===== config.mk =====
export PLATFORM = sky130hd
export DESIGN_NAME = rx_frame_controller
export DESIGN_NICKNAME = d
export VERILOG_FILES = /design/src/rtl/rx_frame_controller.sv
export SDC_FILE = /design/constraint.sdc
export NUM_CORES = 1
export LEC_CHECK = 0
export CAP_MARGIN = 20
export CELL_PAD_IN_SITES_DETAIL_PLACEMENT = 1
export CELL_PAD_IN_SITES_GLOBAL_PLACEMENT = 1
export CORE_MARGIN = 2
export CORE_UTILIZATION = 39
export DETAILED_ROUTE_END_ITERATION = 8
export PLACE_DENSITY_LB_ADDON = 0.05
export SLEW_MARGIN = 20
export SYNTH_ARGS = -nofsm -noshare
export SYNTH_HDL_FRONTEND = slang
export SYNTH_SLANG_ARGS = --single-unit

===== constraint.sdc =====
create_clock -name clk -period 1.6 [get_ports clk]
set_input_delay 0.24 -clock clk [delete_from_list [all_inputs] [get_ports clk]]
set_output_delay 0.24 -clock clk [all_outputs]
set_load 0.02 [all_outputs]

===== src/rtl/rx_frame_controller.sv =====
// UART receive frame controller: start/data/parity/stop sequencing driven
// by a 16x oversampling baud tick; emits one word per frame with error flags.
//
// Ports:
//   clk, rx_arst_n (async, active-low), rx_rst (sync, active-high)
//   rx_en          receiver enable, low aborts the frame and forces IDLE
//   rx             synchronized serial line, idle high
//   baud_tick      one-cycle pulse at OS_RATE x baud
//   cfg_parity_en  parity bit present; cfg_parity_odd selects odd parity
//   data_out       last received word (LSB received first)
//   data_valid     one-cycle pulse when data_out and error flags update
//   parity_err     parity mismatch on the last frame
//   frame_err      stop bit sampled low on the last frame
//   busy           high whenever not IDLE
module rx_frame_controller #(
    parameter int DATA_BITS = 8,
    parameter int OS_RATE   = 16
) (
    input  logic                 clk,
    input  logic                 rx_arst_n,
    input  logic                 rx_rst,
    input  logic                 rx_en,
    input  logic                 rx,
    input  logic                 baud_tick,
    input  logic                 cfg_parity_en,
    input  logic                 cfg_parity_odd,
    output logic [DATA_BITS-1:0] data_out,
    output logic                 data_valid,
    output logic                 parity_err,
    output logic                 frame_err,
    output logic                 busy
);

    localparam int OSW = $clog2(OS_RATE);
    localparam int BCW = $clog2(DATA_BITS);

    localparam logic [OSW-1:0] OS_HALF  = OSW'(OS_RATE / 2 - 1);
    localparam logic [OSW-1:0] OS_LAST  = OSW'(OS_RATE - 1);
    localparam logic [BCW-1:0] BIT_LAST = BCW'(DATA_BITS - 1);

    localparam logic [2:0] S_IDLE   = 3'd0;
    localparam logic [2:0] S_START  = 3'd1;
    localparam logic [2:0] S_DATA   = 3'd2;
    localparam logic [2:0] S_PARITY = 3'd3;
    localparam logic [2:0] S_STOP   = 3'd4;

    logic [2:0]           state;
    logic [OSW-1:0]       os_cnt;
    logic [BCW-1:0]       bit_cnt;
    logic [DATA_BITS-1:0] shift;
    logic                 par_en;
    logic                 par_odd;
    logic                 par_bad;

    logic os_last_tick;
    assign os_last_tick = baud_tick && (os_cnt == OS_LAST);

    assign busy = (state != S_IDLE);

    always_ff @(posedge clk or negedge rx_arst_n) begin
        if (!rx_arst_n) begin
            state      <= S_IDLE;
            os_cnt     <= '0;
            bit_cnt    <= '0;
            shift      <= '0;
            par_en     <= 1'b0;
            par_odd    <= 1'b0;
            par_bad    <= 1'b0;
            data_out   <= '0;
            data_valid <= 1'b0;
            parity_err <= 1'b0;
            frame_err  <= 1'b0;
        end else begin
            data_valid <= 1'b0;
            if (rx_rst) begin
                state      <= S_IDLE;
                os_cnt     <= '0;
                bit_cnt    <= '0;
                shift      <= '0;
                par_en     <= 1'b0;
                par_odd    <= 1'b0;
                par_bad    <= 1'b0;
                data_out   <= '0;
                parity_err <= 1'b0;
                frame_err  <= 1'b0;
            end else if (!rx_en) begin
                // abort: outputs hold, no data_valid
                state  <= S_IDLE;
                os_cnt <= '0;
            end else begin
                case (state)
                    S_IDLE: begin
                        os_cnt <= '0;
                        if (!rx) begin
                            state   <= S_START;
                            par_en  <= cfg_parity_en;
                            par_odd <= cfg_parity_odd;
                        end
                    end
                    S_START: begin
                        if (baud_tick) begin
                            if (os_cnt == OS_HALF) begin
                                os_cnt  <= '0;
                                bit_cnt <= '0;
                                // high at mid-start means a glitch
                                state   <= rx ? S_IDLE : S_DATA;
                            end else begin
                                os_cnt <= os_cnt + 1'b1;
                            end
                        end
                    end
                    S_DATA: begin
                        if (os_last_tick) begin
                            os_cnt  <= '0;
                            shift   <= {rx, shift[DATA_BITS-1:1]};
                            bit_cnt <= bit_cnt + 1'b1;
                            if (bit_cnt == BIT_LAST) begin
                                state <= par_en ? S_PARITY : S_STOP;
                            end
                        end else if (baud_tick) begin
                            os_cnt <= os_cnt + 1'b1;
                        end
                    end
                    S_PARITY: begin
                        if (os_last_tick) begin
                            os_cnt  <= '0;
                            // total ones odd is bad for even parity
                            par_bad <= (^shift) ^ rx ^ par_odd;
                            state   <= S_STOP;
                        end else if (baud_tick) begin
                            os_cnt <= os_cnt + 1'b1;
                        end
                    end
                    S_STOP: begin
                        if (os_last_tick) begin
                            os_cnt     <= '0;
                            frame_err  <= ~rx;
                            parity_err <= par_en & par_bad;
                            data_out   <= shift;
                            data_valid <= 1'b1;
                            state      <= S_IDLE;
                        end else if (baud_tick) begin
                            os_cnt <= os_cnt + 1'b1;
                        end
                    end
                    default: begin
                        state  <= S_IDLE;
                        os_cnt <= '0;
                    end
                endcase
            end
        end
    end

endmodule


[Word-level counts from Yosys, hierarchy flattened]
Index checks and enable logic that the tools add are counted.
Cells by class
  add/subtract/negate cells: 2
  multiply operators: 0
  divide/modulo/power cells: 0
  order comparisons: 0
  eq/ne operators: 19
  shift-type cells: 0
  mux-type cells: 57
  bitwise logic cells: 4
  reductions and logical operators: 19
Operators with widths (count)
  8-bit 2-to-1 mux: 8
  3-bit 2-to-1 mux: 15
  4-bit inequality test, second input constant: 7
  1-bit 2-to-1 mux: 24
  4-bit 2-to-1 mux: 6
  3-bit one-hot mux with 5 select lines: 1
  3-bit AND reduction: 4
  2-bit nonzero test: 6
  3-bit inequality test, second input constant: 3
  4-bit one-hot mux with 2 select lines: 1
  8-bit XOR reduction: 1
  7-bit AND reduction: 1
  3-bit by 2-bit equality test with 1-bit output, second input constant: 2
  3-bit equality test, second input constant: 2
  3-bit one-hot mux with 2 select lines: 1
  3-bit nonzero test: 2
  5-bit by 3-bit inequality test with 1-bit output, second input constant: 1
  5-bit AND reduction: 1
  4-bit by 1-bit adder with 4-bit output, second input constant: 1
  4-bit by 3-bit equality test with 1-bit output, second input constant: 1
  4-bit equality test, second input constant: 1
  3-bit by 1-bit adder with 3-bit output, second input constant: 1
  3-bit by 1-bit equality test with 1-bit output, second input constant: 1
  3-bit logical NOT: 1
  other kinds (8): 9
Storage, ports and cells
  bits in registers: 32
  bits in latches: 0
  bits in writable memories: 0
  bits in read-only memories: 0
  output and inout bits: 12
  word-level logic and storage cells: 112
  memories: 0

[Logic depth before layout (Yosys ltp)]
  depth in word-level cells: 7
  depth in mapped cells: 6

[Worst setup path before layout]
OpenSTA, ideal clock, no wires.
  kind: register -> register
  from: reg os_cnt[0]
  to: reg bit_cnt[0]
  library setup time: 125 ps
  data arrival time: 1445 ps
  required time: 1475 ps
  path slack: 30 ps
  stages on the path, launching flop included: 6
  path through: dfrtp_1 -> ha_1 -> nand3_1 -> nor2_1 -> a21oi_1 -> mux2_2
Between the ends
  cells in the longest elaborated chain, start to end: 4
  elaborated cells on any way between the ends: 6
  those cells by class: 4 x eq/ne; 2 x reduce/logical
RTL lines
  start, declared: line 48  | logic [OSW-1:0] os_cnt;
  start signal, assigned: line 108  | os_cnt <= os_cnt + 1'b1;
  start signal, assigned: line 121  | os_cnt <= os_cnt + 1'b1;
  start signal, assigned: line 131  | os_cnt <= os_cnt + 1'b1;
  4-bit equality test: line 56  | assign os_last_tick = baud_tick && (os_cnt == OS_LAST);
  1-bit logical AND: line 56
  3-bit inequality test (no line)
  5-bit AND reduction (no line) *
  end signal, assigned: line 116  | bit_cnt <= bit_cnt + 1'b1;
  end, declared: line 49  | logic [BCW-1:0] bit_cnt;
Every way passes the cells marked *; elsewhere a longest branch is shown, timed or not.
A chain may end at the register's enable or synchronous reset.

[Final worst setup path]
  from: reg os_cnt[0]
  to: reg os_cnt[3]
Between the ends
  cells in the longest elaborated chain, start to end: 6
  elaborated cells on any way between the ends: 13
  those cells by class: 1 x add/sub; 3 x eq/ne; 7 x mux; 2 x reduce/logical
RTL lines
  4-bit by 1-bit adder with 4-bit output (tied with other cells)
  4-bit 2-to-1 mux (tied with other cells): line 120, 130, 142
  4-bit 2-to-1 mux, on equally long branches: line 125, 101
  4-bit one-hot mux with 2 select lines: line 91  | case (state)
  4-bit 2-to-1 mux: line 86  | end else if (!rx_en) begin
  4-bit 2-to-1 mux: line 75  | if (rx_rst) begin
Parallel ways exist; a longest one is shown, timed or not. The select of a mux whose other input is x is not followed.

==> impl_metrics.env <==
export IMPL_power_leakage_nw=1.10
export IMPL_regArea_um2=802
export IMPL_grt_total_usage_pct=19.3
export IMPL_ys_types=50
export IMPL_start_util_pct=40.5
export IMPL_die_y_um=71.5
export IMPL_fin_nets=234
export IMPL_ys_ff_latch=32
export IMPL_cts_root_buf="clkbuf_8"
export IMPL_vias=1435
export IMPL_ir_worst_vdd_mv=0.438
export IMPL_relSlewSlack_pct=71.4
export IMPL_status="complete, no violations"
export IMPL_setup_worst_path_start_class="flop"
export IMPL_p_per_area_nw_per_um2=752
export IMPL_report_final_setup_viol=0
export IMPL_rsz0062_at_grt="true"
export IMPL_avgRoutedWirePerCell_um=15.9
export IMPL_fin_crit_ps=1520
export IMPL_synth_edf_count=0
export IMPL_antenna_diode_count=0
export IMPL_gp_congestion=0.858
export IMPL_fin_cells=276
export IMPL_clock_fmax_ghz=0.656
export IMPL_dp_hpwl_mm=3.23
export IMPL_numPortBuffers=19
export IMPL_drt_iter0_drc=51
export IMPL_clkSinkCount=32
export IMPL_ys_seq_area_share_pct=45.1
export IMPL_vias_per_cell=5.20
export IMPL_final_hold_viol_count=0
export IMPL_ant_nets=0
export IMPL_syn_nets=188
export IMPL_min_path_type="input pin to asynchronous set/reset pin"
export IMPL_grt_first_pass_wirelength_mm=7.72
export IMPL_worstSetupPathType="flop to flop"
export IMPL_grt_ovfl_total=0
export IMPL_cp_data_required_time_ps=1760
export IMPL_grt_max_degree=33
export IMPL_synth_area_leaders="dfrtp_1, mux2i_1, nand2_1, nor2_1, xnor2_1"
export IMPL_drc=0
export IMPL_yosysTopAreaCell="dfrtp_1"
export IMPL_syn_to_final_growth_pct=34.5
export IMPL_async_flop_share_pct=100
export IMPL_syn_inst=177
export IMPL_drive_above_1_share_pct=26.8
export IMPL_numCtsBuffers=5
export IMPL_clk_pin_slew_ps=70
export IMPL_crit_path_end_kind="flop"
export IMPL_drt_pass1_iterations=5
export IMPL_cts_tree="built"
export IMPL_die_area_um2=5110
export IMPL_rows=24
export IMPL_syn_area_per_cell_um2=10.0
export IMPL_finalMaxSlewViolations=0
export IMPL_fin_skew_ps=6.02
export IMPL_fin_crit_sh_pct=95.2
export IMPL_synth_top_flop_cell="dfrtp_1"
export IMPL_wl_mm=4.39
export IMPL_fillers=497
export IMPL_ys_warn_count=0
export IMPL_worst_pin_slew_ps=429
export IMPL_antenna_found_initial=0
export IMPL_crit_path_max_fanout=5
export IMPL_io_pins=20
export IMPL_yosysTopAreaCellShare_pct=45.1
export IMPL_hold_slack_ps=359
export IMPL_die_w_um=71.5
export IMPL_clk_path_buf_depth=2
export IMPL_multi_input_area_um2=933
export IMPL_dp_cells=266
export IMPL_cts_max_level=2
export IMPL_synth_area_um2=1780
export IMPL_grt_pass1_vias=1564
export IMPL_clock_latency_ps=280
export IMPL_cp_arrival_ps=1690
export IMPL_drv_cap=0
export IMPL_core_um2=4380
export IMPL_setup_tns_ps=0
cells by family (layout without fill, tap and decap cells):
| group | after synthesis | after routing | share of synthesized area [%] |
|---|---|---|---|
| simple gates | 65 | 65 | 19.5 |
| compound gates | 33 | 33 | 13.0 |
| flops | 32 | 32 | 45.1 |
| buf+inv | 19 | 66 | 5.99 |
| mux | 15 | 15 | 8.53 |
| xor+xnor | 10 | 10 | 5.71 |
| fa+ha+maj | 3 | 3 | 2.11 |
routing by layer:
layer	track usage [%]	wire length (µm)	vias up
met5	0	0	-
met4	5.66	19	0
met3	3.66	80	2
met2	34.9	2370	14
met1	23.4	1910	718
li1	-	-	701
layout by cell type, fill, tap and decap left out, types with 2 or more instances in the layout:
cell             instances
dfrtp_1                 31
buf_4                   26
nand2_1                 24
clkdlybuf4s50_1         18
nor2_1                  16
mux2i_1                 14
inv_1                    8
a21oi_1                  6
o21ai_1                  6
xnor2_1                  6
clkbuf_8                 5
nand2b_1                 4
xor2_1                   3
o21ai_2                  3
nor3_2                   2
nor3_1                   2
nand3_1                  2
a21oi_2                  2
or3_1                    2
or2_0                    2
ha_1                     2
buf_6                    2
buf_12                   2
layout make-up:
type / count / share of cell area [%]
clock buffers: 6 / 3.04
clock inverters: 2 / 1.47
inverters: 9 / 1.41
multi-input cells: 126 / 39.1
flip-flops and latches: 32 / 33.6
well taps: 52 / 2.72
repair buffers: 49 / 18.7
critical path, stage by stage, from the launching register on:
cell and delay (ps):
dfrtp_1 400, ha_4 190, nand4_2 140, buf_4 190
o21ai_2 90, a21oi_2 110, a221o_1 290
registers in the layout (all words and copies together), names as in the netlist, 3 cells and up:
register / count
os_cnt: 4
shift: 8
state: 3
bit_cnt: 3
data_out: 8
path summary, 6_finish.rpt:
kind | endpoint | startpoint | slack (ps) | cells past startpoint
setup reg to reg | os_cnt[3] | os_cnt[0] | 80 | 6
max in group asynchronous | state[2] | rx_arst_n | 920 | 2
setup / recovery | os_cnt[3] | os_cnt[0] | 80 | 6
hold reg to reg | data_out[1] | data_out[1] | 530 | 2
hold / removal | data_valid | rx_arst_n | 360 | 2
min in group clk | data_out[1] | data_out[1] | 530 | 2
timing repair:
item                                    4_1_cts  5_1_grt
hold endpoints to repair                      0        0
endpoints found under the setup margin       22        9
resized for setup                             7       10
buffers inserted                              1        1
pin swaps                                     0        3
hold buffers                                  0        0
power by group:
group	switching, mW	total, mW	internal, mW
Combinational	0.0967	0.191	0.0941
Sequential	0.0133	0.833	0.819
Clock	0.310	0.772	0.462
stage by stage:
stage | power, mW | instance area [µm²] | utilization (%) | worst slack [ps]
2_1_floorplan | 0.947 | 1780 | - | 29.9
5_1_grt | 1.87 | 2390 | 54.5 | -24.1
4_1_cts | 1.80 | 2330 | 53.2 | 0.247
3_5_place_dp | 1.03 | 2190 | 50.0 | -248
3_3_place_gp | 1.03 | 2190 | 50.0 | -195
6_report | 1.80 | 2390 | 54.5 | 76.3
synth_stat cells (2+ instances only):
cell	number
dfrtp_1	32
nand2_1	24
nor2_1	16
mux2i_1	14
a21oi_1	8
inv_1	8
o21ai_1	7
xnor2_1	6
nand2b_1	4
buf_2	3
buf_6	3
ha_1	3
nand3_1	3
nor3_1	3
xor2_1	3
a211oi_1	2
buf_4	2
o21ai_2	2
or2_0	2
or3_1	2
Note: power is estimated with default switching activity, not from simulation.
